**src/rtl/ram_sd_speicherer.sv**
```systemverilog
// RAM-to-SD dump engine: length header, then N RAM words to consecutive SD words.
// Define PRUEFSUMME_EN to append a modulo-2^32 sum of the data words.
module ram_sd_speicherer #(
    parameter int ADDR_WIDTH = 16,
    parameter int WORDSIZE   = 32
) (
    input  logic                  Clock,
    input  logic                  Reset,
    input  logic                  Start,
    input  logic [ADDR_WIDTH-1:0] StartAdresse,
    input  logic [31:0]           Anzahl,
    input  logic [31:0]           SDZielAdresse,
    output logic [ADDR_WIDTH-1:0] RAMAdresse,
    input  logic [WORDSIZE-1:0]   RAMDatenRein,
    output logic [31:0]           SDAdresse,
    output logic [WORDSIZE-1:0]   SDDaten,
    output logic                  SDSchreiben,
    input  logic                  SDBusy,
    output logic                  Busy,
    output logic                  Fertig
);

    typedef enum logic [2:0] {
        IDLE,
        KOPF,
        BLIND,
        SDWARTEN,
        RAMLESEN,
        RAMDATEN,
        SCHREIBEN,
        ENDE
    } zustand_t;

    zustand_t              zustand, zustandN;
    logic [ADDR_WIDTH-1:0] ramAdrN;
    logic [31:0]           sdAdrN;
    logic [WORDSIZE-1:0]   sdDatN;
    logic                  sdWrN;
    logic                  busyN;
    logic                  fertigN;
    logic [31:0]           rest, restN;
    logic [31:0]           ziel, zielN;
`ifdef PRUEFSUMME_EN
    logic [WORDSIZE-1:0]   summe, summeN;
    logic                  summeDone, summeDoneN;
`endif

    always_ff @(posedge Clock) begin
        if (Reset) begin
            zustand     <= IDLE;
            RAMAdresse  <= '0;
            SDAdresse   <= '0;
            SDDaten     <= '0;
            SDSchreiben <= 1'b0;
            Busy        <= 1'b0;
            Fertig      <= 1'b0;
            rest        <= '0;
            ziel        <= '0;
`ifdef PRUEFSUMME_EN
            summe       <= '0;
            summeDone   <= 1'b0;
`endif
        end else begin
            zustand     <= zustandN;
            RAMAdresse  <= ramAdrN;
            SDAdresse   <= sdAdrN;
            SDDaten     <= sdDatN;
            SDSchreiben <= sdWrN;
            Busy        <= busyN;
            Fertig      <= fertigN;
            rest        <= restN;
            ziel        <= zielN;
`ifdef PRUEFSUMME_EN
            summe       <= summeN;
            summeDone   <= summeDoneN;
`endif
        end
    end

    always_comb begin
        zustandN = zustand;
        ramAdrN  = RAMAdresse;
        sdAdrN   = SDAdresse;
        sdDatN   = SDDaten;
        sdWrN    = 1'b0;
        fertigN  = 1'b0;
        restN    = rest;
        zielN    = ziel;
`ifdef PRUEFSUMME_EN
        summeN     = summe;
        summeDoneN = summeDone;
`endif
        unique case (zustand)
            IDLE: begin
                if (Start) begin
                    if (Anzahl != 32'd0) begin
                        zielN    = SDZielAdresse;
                        restN    = Anzahl;
                        ramAdrN  = StartAdresse;
                        zustandN = KOPF;
`ifdef PRUEFSUMME_EN
                        summeN     = '0;
                        summeDoneN = 1'b0;
`endif
                    end else begin
                        fertigN = 1'b1;
                    end
                end
            end
            KOPF: begin
                if (!SDBusy) begin
                    sdDatN   = WORDSIZE'(rest - 32'd1);
                    sdAdrN   = ziel;
                    sdWrN    = 1'b1;
                    zustandN = BLIND;
                end
            end
            // the writer raises SDBusy only one cycle after our strobe
            BLIND: zustandN = SDWARTEN;
            SDWARTEN: begin
                if (!SDBusy) begin
                    if (rest != 32'd0) begin
                        zustandN = RAMLESEN;
                    end else begin
`ifdef PRUEFSUMME_EN
                        if (!summeDone) begin
                            sdDatN     = summe;
                            summeDoneN = 1'b1;
                            zustandN   = SCHREIBEN;
                        end else begin
                            zustandN = ENDE;
                        end
`else
                        zustandN = ENDE;
`endif
                    end
                end
            end
            RAMLESEN: zustandN = RAMDATEN;
            RAMDATEN: begin
                sdDatN   = RAMDatenRein;
                zustandN = SCHREIBEN;
`ifdef PRUEFSUMME_EN
                summeN = summe + RAMDatenRein;
`endif
            end
            SCHREIBEN: begin
                if (!SDBusy) begin
                    sdWrN    = 1'b1;
                    sdAdrN   = SDAdresse + 32'd1;
                    zustandN = BLIND;
                    // rest is 0 only on the trailing sum word
                    if (rest != 32'd0) begin
                        ramAdrN = RAMAdresse + 1'b1;
                        restN   = rest - 32'd1;
                    end
                end
            end
            ENDE: zustandN = IDLE;
        endcase
        busyN   = (zustandN != IDLE);
        fertigN = fertigN | (zustandN == ENDE);
    end

endmodule
```
**config.mk**
```make
export PLATFORM = sky130hd
export DESIGN_NAME = ram_sd_speicherer
export DESIGN_NICKNAME = d
export VERILOG_FILES = /design/src/rtl/ram_sd_speicherer.sv
export SDC_FILE = /design/constraint.sdc
export NUM_CORES = 1
export LEC_CHECK = 0
export CAP_MARGIN = 20
export CORE_MARGIN = 2
export CORE_UTILIZATION = 54
export DETAILED_ROUTE_END_ITERATION = 8
export PLACE_DENSITY = 0.94
export SLEW_MARGIN = 20
export SYNTH_ARGS = -nofsm -noshare
export SYNTH_HDL_FRONTEND = slang
export SYNTH_SLANG_ARGS = --single-unit
```
**constraint.sdc**
```tcl
create_clock -name Clock -period 5 [get_ports Clock]
set_clock_uncertainty 0.15 [all_clocks]
set_input_delay 0.75 -clock Clock [delete_from_list [all_inputs] [get_ports Clock]]
set_output_delay 0.75 -clock Clock [all_outputs]
set_load 0.005 [all_outputs]
```
==> results.md <==
STA:
- Setup violations remaining at the end of the flow were counted as 0.
- Dividing the final minimum period by the clock period gives 0.709.
- The final period demand of the worst path is 3.54 ns.
- The setup slack of the critical path after layout is 1.46 ns.
- The worst-case headroom to the max-slew limit is 0.257.
- The final setup TNS is 0 ns.
- The max-slew violation count is 0.
- Derived from the worst setup path, the maximum achievable clock frequency is 0.282 GHz.
- The slew at the pin with the worst max-slew slack is 1.11 ns.
- The number of hold-slack violations in the final timing report is 0.
- Setup repair after global routing left no endpoint under its margin.

Critical path:
- The delay of the slowest critical-path stage is 0.60 ns.
- The signal on the critical path passes through clkdlybuf4s50_1 -> nor4_1 -> nand4_1 -> o211ai_1 -> o21a_2 -> buf_4 -> a211oi_1 -> nor4_2.
- At the worst endpoint, the arrival time is 3.72 ns.
- The worst register-to-register path has a setup slack of 1.76 ns.
- At the worst endpoint, the required time is 5.18 ns.
- Along the worst path, the maximum fanout reaches 34.
- STA classifies the critical path startpoint as an input port.
- The dominant delay contributor by cell family on the critical path is simple AND/OR/NAND/NOR gates.
- The worst setup path is captured at a register.
- The critical path is of the input port to register type.
- The slowest cell on the critical path is sky130_fd_sc_hd__nor4_1.
- The buffer and inverter count on the worst path is 2.

Logic synthesis:
- The share of synthesized flip-flops with an asynchronous set or reset is 0.
- In this run, synthesis inferred 0 flip-flops with an integrated enable.
- For this run, the leading register cell type out of synthesis is sky130_fd_sc_hd__dfxtp_1.
- The number of nets handed over by synthesis was 1166.
- The mapped cell area is 7940 µm².
- The distinct cell type count after synthesis is 58.
- The cell count after synthesis is 1046.
- The yosys synthesis warning count is 0.
- The number of flip-flops and latches in the synthesized netlist is 150.
- The register area share after synthesis is 0.378.
- The average instance in the mapped netlist occupies 7.59 µm².

Clocking:
- The clock tree root driver cell is sky130_fd_sc_hd__clkbuf_16.
- After clock tree synthesis, the clock-pin slew on the worst setup and hold paths is 0.06 ns.
- The CTS tree is built.
- The number of setup buffers added after CTS is 0.
- The clock sink count is 150.
- The number of hold buffers added after CTS is 0.
- CTS built an H-tree with a depth of 4.
- The total clock buffers created by CTS is 17.
- The later pin in the worst-skew pair is clocked with a latency of 0.42 ns.
- Gates resized during post-CTS repair numbered 0.
- The maximum clock path buffer count is 2.

Hold path:
- The class of the tightest hold or removal check is register to register.

Floorplan:
- In this run the core area contains 44 standard-cell rows.
- The total die area is 15700 µm².
- From left edge to right edge, the die measures 125 µm.
- From bottom edge to top edge, the die measures 125 µm.
- In this run the standard cell core region covers 14400 µm².
- The number of top-level pins is 199.
- The starting density of the core is 0.550.

Final layout:
- Of the cells placed in the final design, the portion with a size suffix greater than 1 is 0.0508.
- The commonest non-fill, non-tap cell in the layout is sky130_fd_sc_hd__clkdlybuf4s50_1.
- In the layout the commonest cells are 197 x sky130_fd_sc_hd__clkdlybuf4s50_1, 150 x sky130_fd_sc_hd__dfxtp_1, 131 x sky130_fd_sc_hd__nand2_1.
- The antenna cell count is 0.
- For this run, the post-layout net count is 1311.
- From synthesis to final layout, the design area changed by 31.6%.

Route:
- In the routed design, unresolved DRC markers number 0.
- The per-cell via count in the routed design is 6.41.
- The average wire length per cell after detail routing is 18.5 µm.
- The detailed router finished its first iteration with 1087 violations.
- For this block, the routed nets add up to 25600 µm of wire.
- The post-route antenna net violation count is 0.
- The routed via count is 8884.
- The number of iterations in the first detailed-routing pass is 6.

Placed design:
- The final weighted congestion in routability-driven placement is 0.891.
- Summed over all nets, the half-perimeter wirelength after detailed placement is 16800 µm.
- At the placement stage, the worst setup path has a slack of 1.15 ns.
- The count of port buffers added during placement is 198.

Run:
- The reported max-cap violation count is 0.

Pwr:
- Dividing total power by cell area gives a power density of 310 nW/µm².
- IR analysis of the VDD net gives a maximum drop of 0.252 mV.
- Summed over all cells, the static leakage comes to 3.72 nW.

Global route:
- For this run, the total global-route usage over all layers was measured as 0.316.
- The number of antenna violations at the first check in global routing came to 0.
- The via count of the first global-routing pass is 8209.
- The largest net degree at the start of global routing is 90.
- Summed over all layers, the global routing overflow is 0.
- The first-pass GRT wire length is 41000 µm.

Run status:
- The run finished with clean final reports.
-- layer usage --
layer	vias to the layer above	GRT usage	wire length, µm
li1	4084	-	-
met3	84	0.0727	2780
met5	-	0	0
met2	589	0.501	11700
met1	4127	0.411	10200
met4	0	0.141	903
-- layout make-up --
| cell class | count | area [µm²] |
|---|---|---|
| multi-input combinational | 802 | 4570 |
| clock buffer | 20 | 447 |
| inverter | 8 | 30.0 |
| fill | 1041 | 3980 |
| clock inverter | 9 | 81.3 |
| tap | 184 | 230 |
| sequential | 150 | 3000 |
| timing repair buffer | 212 | 2080 |
-- stage by stage --
step	total power, mW	utilization	cells	cell area, µm²	hold slack [ns]
finish	3.24	0.724	1385	10400	0.307
global route	3.36	0.724	1385	10400	0.334
CTS	3.23	0.724	1385	10400	0.306
detailed placement	2.06	0.688	1356	9920	0.298
global placement	2.04	0.688	1356	9920	0.289
floorplan	1.77	-	1046	7940	0.296
-- path summary, 6_finish.rpt --
path | from | end | cells after the start
worst min register to register | SDDaten[13] | SDDaten[13] | 2
worst max-delay path | Anzahl[31] | RAMAdresse[10] | 8
worst min-delay path | SDDaten[13] | SDDaten[13] | 2
worst max register to register | rest[18] | RAMAdresse[10] | 7
-- tightest hold or removal path, delay by kind of cell (launching register included) --
kind | cells | cell delay [ns]
AO/OA/AOI/OAI | 1 | 0.05
flip-flops | 1 | 0.31
AND/OR/NAND/NOR | 1 | 0.05
-- sequential cells by signal, summed over array words and instances (netlist names) --
name / count
rest: 32
SDDaten: 32
RAMAdresse: 16
ziel: 32
SDAdresse: 32
zustand: 3
Busy: 1
Fertig: 1
SDSchreiben: 1
-- Yosys cell counts (3+ instances only) --
library cell                  n  share of area
sky130_fd_sc_hd__dfxtp_1    150           0.38
sky130_fd_sc_hd__nand2_1    131          0.062
sky130_fd_sc_hd__a21oi_1    118          0.074
sky130_fd_sc_hd__nor2_1     118          0.056
sky130_fd_sc_hd__clkbuf_1    68          0.032
sky130_fd_sc_hd__o21ai_0     66          0.042
sky130_fd_sc_hd__nor3_1      38          0.024
sky130_fd_sc_hd__mux2i_1     33          0.042
sky130_fd_sc_hd__nand3_1     29          0.018
sky130_fd_sc_hd__a211oi_1    28          0.026
sky130_fd_sc_hd__nor4_1      19          0.015
sky130_fd_sc_hd__xor2_1      19          0.021
sky130_fd_sc_hd__nand4_1     18          0.014
sky130_fd_sc_hd__or3_1       14          0.011
sky130_fd_sc_hd__a21o_1      13          0.012
sky130_fd_sc_hd__a22oi_1     13          0.012
sky130_fd_sc_hd__a31oi_1     12         0.0095
sky130_fd_sc_hd__and3_1      12         0.0095
sky130_fd_sc_hd__o211ai_1    12          0.011
sky130_fd_sc_hd__buf_2       11         0.0069
sky130_fd_sc_hd__o32ai_1     11          0.012
sky130_fd_sc_hd__o31ai_1     10         0.0095
sky130_fd_sc_hd__inv_1        8         0.0038
sky130_fd_sc_hd__xnor2_1      8         0.0088
sky130_fd_sc_hd__and2_1       6         0.0047
sky130_fd_sc_hd__o41ai_1      6         0.0066
sky130_fd_sc_hd__buf_1        5         0.0024
sky130_fd_sc_hd__nor3b_1      5         0.0047
sky130_fd_sc_hd__o22ai_1      5         0.0039
sky130_fd_sc_hd__or4_1        5         0.0047
sky130_fd_sc_hd__a31o_2       4         0.0044
sky130_fd_sc_hd__ha_1         4         0.0063
sky130_fd_sc_hd__a211o_1      3         0.0033
sky130_fd_sc_hd__a2bb2oi_1    3         0.0033
sky130_fd_sc_hd__a311oi_1     3         0.0033
sky130_fd_sc_hd__and4_1       3         0.0033
sky130_fd_sc_hd__nand2b_1     3         0.0024
sky130_fd_sc_hd__nand3b_1     3         0.0028
sky130_fd_sc_hd__or2_2        3         0.0024
-- logic make-up (layout without fill, tap and decap cells) --
kind of cell | count (synthesis) | in the layout | synth area share
simple gates | 414 | 414 | 0.243
compound gates | 322 | 322 | 0.250
flops | 150 | 150 | 0.378
buf+inv | 94 | 249 | 0.0476
mux | 35 | 35 | 0.0444
xor+xnor | 27 | 27 | 0.0298
fa+ha+maj | 4 | 4 | 0.00630
-- where the power goes --
group	internal, mW	total (mW)	switching (mW)
Sequential	1.28	1.37	0.0858
Clock	0.686	1.18	0.494
Combinational	0.322	0.692	0.371
No activity file was read; power rests on OpenSTA's default activity.
